[src/rtl/seg7_pkg.sv]
// seg7_pkg
//   Shared constants for the seven-segment scan controller:
//   - SEG_A..SEG_G : bit positions of each segment on the seg bus (seg[0]=a).
//   - SEG_OFF      : all segments dark (active-high sense).
//   - GLYPH_TABLE  : 16 hex glyphs, entry n written as 7'bgfedcba, active-high.
package seg7_pkg;

    localparam int SEG_A = 0;
    localparam int SEG_B = 1;
    localparam int SEG_C = 2;
    localparam int SEG_D = 3;
    localparam int SEG_E = 4;
    localparam int SEG_F = 5;
    localparam int SEG_G = 6;

    localparam logic [6:0] SEG_OFF = 7'b000_0000;

    // Entry [0] is the LSB group, so the list runs F down to 0.
    localparam logic [15:0][6:0] GLYPH_TABLE = {
        7'h71, 7'h79, 7'h5E, 7'h39,   // F E d C
        7'h7C, 7'h77, 7'h6F, 7'h7F,   // b A 9 8
        7'h07, 7'h7D, 7'h6D, 7'h66,   // 7 6 5 4
        7'h4F, 7'h5B, 7'h06, 7'h3F    // 3 2 1 0
    };

endpackage

[src/rtl/seg7_scan_ctrl_if.sv]
// seg7_scan_ctrl_if
//   Display-content bus from the board glue (master) to the scan
//   controller (slave).
//   - digits : 4*NUM_DIGITS hex nibbles, digit 0 in bits [3:0] (rightmost)
//   - dp_in  : decimal-point request per digit
//   - blank  : force digit dark, dp included
//   - lz_en  : leading-zero suppression enable
//   - bright : duty level, 0 = 1/16 .. 15 = 16/16
//   - en     : 0 = all anodes inactive
//   There is no valid/ready pair: every field is a level. digits, dp_in,
//   blank and lz_en are sampled together at the start of each frame;
//   bright and en are sampled every cycle.
interface seg7_scan_ctrl_if #(
    parameter int NUM_DIGITS = 4
);
    logic [4*NUM_DIGITS-1:0] digits;
    logic [NUM_DIGITS-1:0]   dp_in;
    logic [NUM_DIGITS-1:0]   blank;
    logic                    lz_en;
    logic [3:0]              bright;
    logic                    en;

    modport master (output digits, dp_in, blank, lz_en, bright, en);
    modport slave  (input  digits, dp_in, blank, lz_en, bright, en);
endinterface

[src/rtl/seg7_hex_decode.sv]
// seg7_hex_decode
//   Purely combinational hex-to-seven-segment decoder.
//   - hex : 4-bit value 0..F
//   - seg : active-high segments, seg[0]=a .. seg[6]=g
module seg7_hex_decode
    import seg7_pkg::*;
(
    input  logic [3:0] hex,
    output logic [6:0] seg
);

    logic [6:0] glyph;

    // Table notation is fixed gfedcba; map through the named bit positions
    // so the bus order can change without touching the table.
    always_comb begin
        glyph      = GLYPH_TABLE[hex];
        seg        = SEG_OFF;
        seg[SEG_A] = glyph[0];
        seg[SEG_B] = glyph[1];
        seg[SEG_C] = glyph[2];
        seg[SEG_D] = glyph[3];
        seg[SEG_E] = glyph[4];
        seg[SEG_F] = glyph[5];
        seg[SEG_G] = glyph[6];
    end

endmodule

[src/rtl/seg7_scan_ctrl.sv]
// seg7_scan_ctrl
//   Time-multiplexes NUM_DIGITS hex digits onto one segment bus with
//   per-digit anodes, 16-level PWM brightness, leading-zero suppression,
//   per-digit blanking and a per-frame content snapshot.
//   - clk, rst_n : clock, asynchronous active-low reset
//   - disp       : content bus (seg7_scan_ctrl_if.slave)
//   - seg        : segments, seg[0]=a .. seg[6]=g
//   - an         : anode selects, one per digit
//   - dp         : decimal point
//   - frame_tick : one-cycle pulse in the first cycle showing a new snapshot
//   Output polarity is set by ACTIVE_LOW (1 = Basys-style active-low).
module seg7_scan_ctrl
    import seg7_pkg::*;
#(
    parameter int NUM_DIGITS = 4,
    parameter int SUB_DIV    = 195,
    parameter int ACTIVE_LOW = 1
) (
    input  logic                  clk,
    input  logic                  rst_n,
    seg7_scan_ctrl_if.slave       disp,
    output logic [6:0]            seg,
    output logic [NUM_DIGITS-1:0] an,
    output logic                  dp,
    output logic                  frame_tick
);

    localparam int   IDX_W = $clog2(NUM_DIGITS);
    localparam int   SUB_W = (SUB_DIV > 1) ? $clog2(SUB_DIV) : 1;
    localparam logic POL   = (ACTIVE_LOW != 0);

    // Scan counters
    logic [SUB_W-1:0] sub_cnt;
    logic [3:0]       phase;
    logic [IDX_W-1:0] idx;
    logic             load_pending;

    // Frame snapshot
    logic [4*NUM_DIGITS-1:0] snap_digits;
    logic [NUM_DIGITS-1:0]   snap_dp;
    logic [NUM_DIGITS-1:0]   snap_blank;
    logic                    snap_lz;

    // Registered outputs, active-high internally
    logic [6:0]            seg_r;
    logic [NUM_DIGITS-1:0] an_r;
    logic                  dp_r;
    logic                  tick_r;

    logic                    load;
    logic                    sub_last;
    logic [4*NUM_DIGITS-1:0] view_digits;
    logic [NUM_DIGITS-1:0]   view_dp;
    logic [NUM_DIGITS-1:0]   view_blank;
    logic                    view_lz;
    logic [IDX_W+1:0]        nib_base;
    logic [3:0]              cur_hex;
    logic [6:0]              glyph;
    logic [NUM_DIGITS-1:0]   lz_mask;
    logic                    zero_above;
    logic                    suppressed;
    logic                    lit;
    logic [NUM_DIGITS-1:0]   an_next;
    logic [6:0]              seg_next;
    logic                    dp_next;

    // The snapshot reloads in the cycle the counters sit at the start of a
    // frame. That cycle's output is computed from the incoming values, so
    // the first slot of a frame already shows the new content.
    assign load     = load_pending || ((idx == '0) && (phase == 4'd0) && (sub_cnt == '0));
    assign sub_last = (sub_cnt == SUB_W'(SUB_DIV - 1));

    assign view_digits = load ? disp.digits : snap_digits;
    assign view_dp     = load ? disp.dp_in  : snap_dp;
    assign view_blank  = load ? disp.blank  : snap_blank;
    assign view_lz     = load ? disp.lz_en  : snap_lz;

    assign nib_base = {idx, 2'b00};
    assign cur_hex  = view_digits[nib_base +: 4];

    seg7_hex_decode u_dec (
        .hex (cur_hex),
        .seg (glyph)
    );

    // lz_mask[i] = every digit from i up to the top is zero.
    always_comb begin
        zero_above = 1'b1;
        lz_mask    = '0;
        for (int i = NUM_DIGITS - 1; i >= 0; i--) begin
            zero_above = zero_above & (view_digits[4*i +: 4] == 4'h0);
            lz_mask[i] = zero_above;
        end
    end

    // Digit 0 is never suppressed so an all-zero value still reads "0".
    assign suppressed = view_lz && (idx != '0) && lz_mask[idx];

    // Blanked digits keep their anode off entirely; suppressed digits keep
    // the anode on so their decimal point can still show.
    assign lit = disp.en && (phase <= disp.bright) && !view_blank[idx];

    always_comb begin
        an_next  = '0;
        seg_next = SEG_OFF;
        dp_next  = 1'b0;
        if (lit) begin
            an_next[idx] = 1'b1;
            seg_next     = suppressed ? SEG_OFF : glyph;
            dp_next      = view_dp[idx];
        end
    end

    always_ff @(posedge clk or negedge rst_n) begin
        if (!rst_n) begin
            sub_cnt      <= '0;
            phase        <= 4'd0;
            idx          <= '0;
            load_pending <= 1'b1;
            snap_digits  <= '0;
            snap_dp      <= '0;
            snap_blank   <= '0;
            snap_lz      <= 1'b0;
            seg_r        <= SEG_OFF;
            an_r         <= '0;
            dp_r         <= 1'b0;
            tick_r       <= 1'b0;
        end else begin
            if (sub_last) begin
                sub_cnt <= '0;
                phase   <= phase + 4'd1;
                if (phase == 4'd15) begin
                    idx <= (idx == IDX_W'(NUM_DIGITS - 1)) ? '0 : idx + 1'b1;
                end
            end else begin
                sub_cnt <= sub_cnt + 1'b1;
            end

            if (load) begin
                snap_digits  <= disp.digits;
                snap_dp      <= disp.dp_in;
                snap_blank   <= disp.blank;
                snap_lz      <= disp.lz_en;
                load_pending <= 1'b0;
            end
            tick_r <= load;

            seg_r <= seg_next;
            an_r  <= an_next;
            dp_r  <= dp_next;
        end
    end

    // Polarity flip sits after the flops so reset drives the pins dark
    // immediately, independent of the clock.
    assign seg        = seg_r ^ {7{POL}};
    assign an         = an_r ^ {NUM_DIGITS{POL}};
    assign dp         = dp_r ^ POL;
    assign frame_tick = tick_r;

endmodule

[src/flat_wrapper.sv]
// flat-port wrapper written by rule: the top's interface ports become plain ports
module seg7_scan_ctrl_flat import seg7_pkg::*;
#(
    parameter int NUM_DIGITS = 4,
    parameter int SUB_DIV    = 195,
    parameter int ACTIVE_LOW = 1
)
  (clk, rst_n, seg, an, dp, frame_tick, disp_digits, disp_dp_in, disp_blank, disp_lz_en, disp_bright, disp_en);
  seg7_scan_ctrl_if #(.NUM_DIGITS(NUM_DIGITS)) disp_i ();
  input  logic clk;
  input  logic rst_n;
  output logic [6:0] seg;
  output logic [NUM_DIGITS-1:0] an;
  output logic dp;
  output logic frame_tick;
  input wire logic [$bits(disp_i.digits)-1:0] disp_digits;
  input wire logic [$bits(disp_i.dp_in)-1:0] disp_dp_in;
  input wire logic [$bits(disp_i.blank)-1:0] disp_blank;
  input wire logic [$bits(disp_i.lz_en)-1:0] disp_lz_en;
  input wire logic [$bits(disp_i.bright)-1:0] disp_bright;
  input wire logic [$bits(disp_i.en)-1:0] disp_en;
  assign disp_i.digits = disp_digits;
  assign disp_i.dp_in = disp_dp_in;
  assign disp_i.blank = disp_blank;
  assign disp_i.lz_en = disp_lz_en;
  assign disp_i.bright = disp_bright;
  assign disp_i.en = disp_en;
  seg7_scan_ctrl #(.NUM_DIGITS(NUM_DIGITS), .SUB_DIV(SUB_DIV), .ACTIVE_LOW(ACTIVE_LOW)) u_core (.clk(clk), .rst_n(rst_n), .disp(disp_i), .seg(seg), .an(an), .dp(dp), .frame_tick(frame_tick));
endmodule
[config.mk]
export PLATFORM = sky130hd
export DESIGN_NAME = seg7_scan_ctrl_flat
export DESIGN_NICKNAME = d
export VERILOG_FILES = /design/src/rtl/seg7_pkg.sv /design/src/rtl/seg7_scan_ctrl_if.sv /design/src/rtl/seg7_hex_decode.sv /design/src/rtl/seg7_scan_ctrl.sv /design/src/flat_wrapper.sv
export SDC_FILE = /design/constraint.sdc
export NUM_CORES = 1
export LEC_CHECK = 0
export CORE_ASPECT_RATIO = 0.7
export CORE_MARGIN = 10
export CORE_UTILIZATION = 30
export CTS_CLUSTER_DIAMETER = 150
export DETAILED_ROUTE_END_ITERATION = 8
export GPL_TIMING_DRIVEN = 0
export PLACE_DENSITY = 0.55
export SLEW_MARGIN = 20
export SYNTH_ARGS = -nofsm -noshare
export SYNTH_HDL_FRONTEND = slang
export SYNTH_SLANG_ARGS = --single-unit
[constraint.sdc]
create_clock -name clk -period 11.6 [get_ports clk]
set_clock_uncertainty 0.1 [all_clocks]
set_input_delay 2.32 -clock clk [delete_from_list [all_inputs] [get_ports clk]]
set_output_delay 2.32 -clock clk [all_outputs]
set_load 0.05 [all_outputs]
==> PnR_summary.wiki <==
{| class="wikitable"
! Metric !! Value
|-
| Number of buffers added to fix hold violations after cts || 0
|-
| Dominant combinational cell family by area after synthesis || simple AND/OR/NAND/NOR gates
|-
| Wire length of the first global-routing pass || 15700 µm
|-
| Number of cells in the design after placement || 565
|-
| #FFs+latches synth || 53
|-
| Worst Hold Slack || 370 ps
|-
| Placement-stage worst setup slack || 6370 ps
|-
| Sequential cell area fraction in the yosys report || 0.393
|-
| PD cells || roughly 110 mW/mm²
|-
| Kind of cell adding the most delay to the critical path || simple AND/OR/NAND/NOR gates
|-
| Synthesis-to-finish area growth || 22.7%
|-
| DRC violation count after routing || 0
|-
| TritonCTS clock tree || done
|-
| Critical path depth in cells || 11
|-
| Placeable Area || ~0.011 mm²
|-
| Clk slew on worst S/H paths || 70 ps
|-
| Number of buffers on the longest clock path || 2
|-
| Depth of the worst hold-timing path || 2
|-
| Unique cell type count in the Yosys netlist || a little over 60
|-
| Start point of the worst min-delay path || u_core.snap_blank[3]$_DFF_PN0_
|-
| Port bufs || 44
|-
| Worst Setup SP || disp_digits[4]
|-
| Via count normalized by instance count || 5.08
|-
| Complex-gate fraction of the synthesized area || 0.132
|-
| DIE HEIGHT || 109 µm
|-
| Weighted congestion reported at the end of routability-driven placement || 0.879
|-
| Worst Tran Pin Value || around 800 ps
|-
| Async set or reset register ratio after synthesis || 1.00
|-
| Peak VDD IR || 0.0000571 V
|-
| Most used cells in the layout excluding fill and tap cells || 60 x sky130_fd_sc_hd__nand2_1, 52 x sky130_fd_sc_hd__dfrtp_1, 43 x sky130_fd_sc_hd__clkdlybuf4s50_1
|-
| Effective utilization at floorplan || 0.307
|-
| Number of antenna diodes || 0
|-
| Synth Instances || 368
|-
| Warnings from Yosys || 0
|-
| Number of max-capacitance violations reported || 0
|-
| Simple-gate share of the synthesized area || 0.235
|-
| Leakage power total || ~1.7 nW
|-
| Detailed Route WL || 9540 µm
|-
| Inserted Clock Buffers || 5
|-
| Die footprint || 0.0160 mm²
|-
| Buffering stage count on the worst path with inverters included || 2
|-
| Post-synthesis cell type with the largest combined area || sky130_fd_sc_hd__dfrtp_1
|-
| Slew margin rel. || 0.464
|-
| Maximum number of pins on one net before global-route repair || 54
|-
| Outcome || finished, final reports clean
|-
| Clk_lat worst skew || ~300 ps
|-
| Type of the tightest min-delay check || flop to flop
|-
| Worst path arrival time || roughly 5000 ps
|-
| Fmax || approximately 0.20 GHz
|-
| Endpoint type of the worst setup path || flop
|-
| Share of synthesized area spent on multiplexers || 0.0930
|-
| Total routing usage reported by global routing || 0.121
|-
| Post-route cell area || roughly 0.0041 mm²
|-
| Total power consumption of the routed design || 0.437 mW
|-
| Final-report max-slew violation count || 0
|-
| Share of synthesized cell area in full adder, half adder and majority cells || 0.0704
|-
| Launch instance of the worst register-to-register path || u_core.idx[1]$_DFFE_PN0P_
|-
| Number of cells in the finished layout apart from fillers || 573
|-
| Fillcell total || 1144
|-
| Final nets || 470
|-
| Num rows || 32
|-
| Critical path launch point type || input pin
|-
| Netlist Area Pre-Place || around 0.0034 mm²
|-
| HPWL after DPL || 7300 µm
|-
| Share of cells above drive strength 1 || 0.0690
|-
| Final period utilization || 0.433
|-
| Combinational power share || 0.199
|-
| Violation count after the first detailed-route iteration || 161
|-
| Largest stage delay on the critical path || approximately 560 ps
|-
| Highest net fanout along the worst path || 4
|-
| Clock tree root buffer cell || sky130_fd_sc_hd__clkbuf_16
|-
| Required arrival time at the worst endpoint || 11620 ps
|-
| Internal power summed over all cells || 0.313 mW
|-
| Xor-xnor portion of the synthesized cell area || 0.0207
|-
| Number of antenna violations at the first check in global routing || 0
|-
| GR Overflow Total || 0
|-
| Ordered cell list for the critical path || clkdlybuf4s50_1 > mux2i_1 > a22oi_1 > o211ai_1 > nor3_1 > or2_2 > inv_1 > ha_1 > or3b_2 > o31ai_1 > a221oi_1
|-
| Level count of the clock H-tree || 2
|-
| Number of failing setup endpoints in the final timing report || 0
|-
| Synth Net Count || 419
|-
| Setup repair after global routing missed its margin || false
|-
| X dimension of the die || 147 µm
|-
| Top flip-flop cell by instance count after synthesis || sky130_fd_sc_hd__dfrtp_1
|-
| Ports placed on the boundary || 45
|-
| Final critical path time including I/O delays and setup || between 5000 and 6000 ps
|-
| Sum of negative setup slack || 0 ps
|-
| Reg2reg path depth || 16
|-
| CP Class || input pin to flop
|-
| Antenna Nets Post-Route || 0
|-
| Post-CTS setup-driven buffer insertion count || 0
|-
| Yosys top cell area share || 0.385
|-
| Number of vias in the routed layout || 2913
|-
| EDFF count, synth || 0
|-
| Post-Synthesis Mean Instance Area || 9.18 µm²
|-
| Biggest area contributors in the synthesized netlist || sky130_fd_sc_hd__dfrtp_1 39%, sky130_fd_sc_hd__ha_1 7.0%, sky130_fd_sc_hd__nand2_1 6.7%
|-
| Avg WL per Cell || ~17 µm
|-
| Switching Share || 0.284
|-
| Final worst slack || roughly 6600 ps
|-
| Clock net sink count || 53
|-
| Switching power || 0.124 mW
|-
| Post-Route Utilization || 0.376
|-
| Gates resized, CTS repair || 0
|-
| Clock network fraction of total power || 0.337
|-
| Iteration count of the initial detailed-routing pass || 5
|-
| Seq pwr share || 0.464
|-
| Most common cell after layout, fill and taps aside || sky130_fd_sc_hd__nand2_1
|-
| Vias in the first global route || 2868
|-
| Cell with the biggest individual delay on the critical path || sky130_fd_sc_hd__clkdlybuf4s50_1
|-
| Final hold viol count || 0
|-
| Placed instance area || about 0.0040 mm²
|}
worst paths after layout:
path	end	slack, ps
min in group asynchronous	u_core.snap_digits[4]$_DFF_PN0_	1960
max in group asynchronous	u_core.snap_dp[2]$_DFF_PN0_	8990
hold reg to reg	u_core.snap_blank[3]$_DFF_PN0_	370
setup reg to reg	u_core.seg_r[1]$_DFF_PN0_	6600
setup / recovery	u_core.seg_r[1]$_DFF_PN0_	6580
hold / removal	u_core.snap_blank[3]$_DFF_PN0_	370
area by class of cell:
class / instances / area (µm²) / share of cell area
buffer: 18 / 71.3 / 0.0172
clock buffer: 8 / 136 / 0.0329
inverter: 31 / 116 / 0.0281
multi-input combinational: 266 / 1860 / 0.449
sequential: 53 / 1330 / 0.320
tap: 153 / 191 / 0.0462
timing repair buffer: 44 / 438 / 0.106
power by group through the flow:
| stage | combinational, mW | clock, mW | sequential [mW] |
|---|---|---|---|
| floorplan | 0.0514 | 0 | 0.204 |
| global placement | 0.0850 | 0 | 0.206 |
| detailed placement | 0.0863 | 0 | 0.206 |
| CTS | 0.0866 | 0.153 | 0.203 |
| global route | 0.0952 | 0.159 | 0.204 |
| finish | 0.0869 | 0.147 | 0.203 |
tightest hold or removal path, stage by stage, from the launching register on:
cell	delay [ps]
sky130_fd_sc_hd__dfrtp_1	340
sky130_fd_sc_hd__nand2_1	50
sky130_fd_sc_hd__nand2_1	50
kinds of logic (layout without fill, tap and decap cells):
group	Yosys count	in the layout
xor gates and xnor gates	8	8
and+or+nand+nor	152	152
buffers and inverters	49	101
other	1	1
AOI/OAI and AO/OA	57	57
muxes	29	29
DFF	53	53
adders and majority gates	19	19
flip-flops by register name (all words and copies together) (netlist names):
register,count
u_core.dp_r,1
u_core.frame_tick,1
u_core.seg_r,7
u_core.snap_digits,16
u_core.sub_cnt,8
u_core.snap_blank,4
u_core.load_pending,1
u_core.an_r,4
u_core.snap_lz,1
u_core.idx,2
u_core.phase,4
u_core.snap_dp,4
routing by layer:
layer	up-vias	wire (µm)	global-route usage
met2	97	3660	0.163
li1	1413	-	-
met5	-	0	0
met3	11	673	0.0364
met4	0	108	0.0278
met1	1392	5090	0.180
Yosys cell counts (4+ instances only):
master	instances
sky130_fd_sc_hd__nor3_1	9
sky130_fd_sc_hd__mux2i_1	19
sky130_fd_sc_hd__and3_1	4
sky130_fd_sc_hd__o211ai_1	7
sky130_fd_sc_hd__or3_1	7
sky130_fd_sc_hd__inv_1	30
sky130_fd_sc_hd__nand3_1	7
sky130_fd_sc_hd__nor4_1	13
sky130_fd_sc_hd__xnor2_1	7
sky130_fd_sc_hd__mux2_2	9
sky130_fd_sc_hd__nand4_1	8
sky130_fd_sc_hd__and2_1	4
sky130_fd_sc_hd__ha_1	19
sky130_fd_sc_hd__o21ai_0	13
sky130_fd_sc_hd__nor2_1	18
sky130_fd_sc_hd__clkbuf_1	13
sky130_fd_sc_hd__nor2b_1	4
sky130_fd_sc_hd__nand2_1	60
sky130_fd_sc_hd__dfrtp_1	52
No activity file was read; power rests on OpenSTA's default activity.
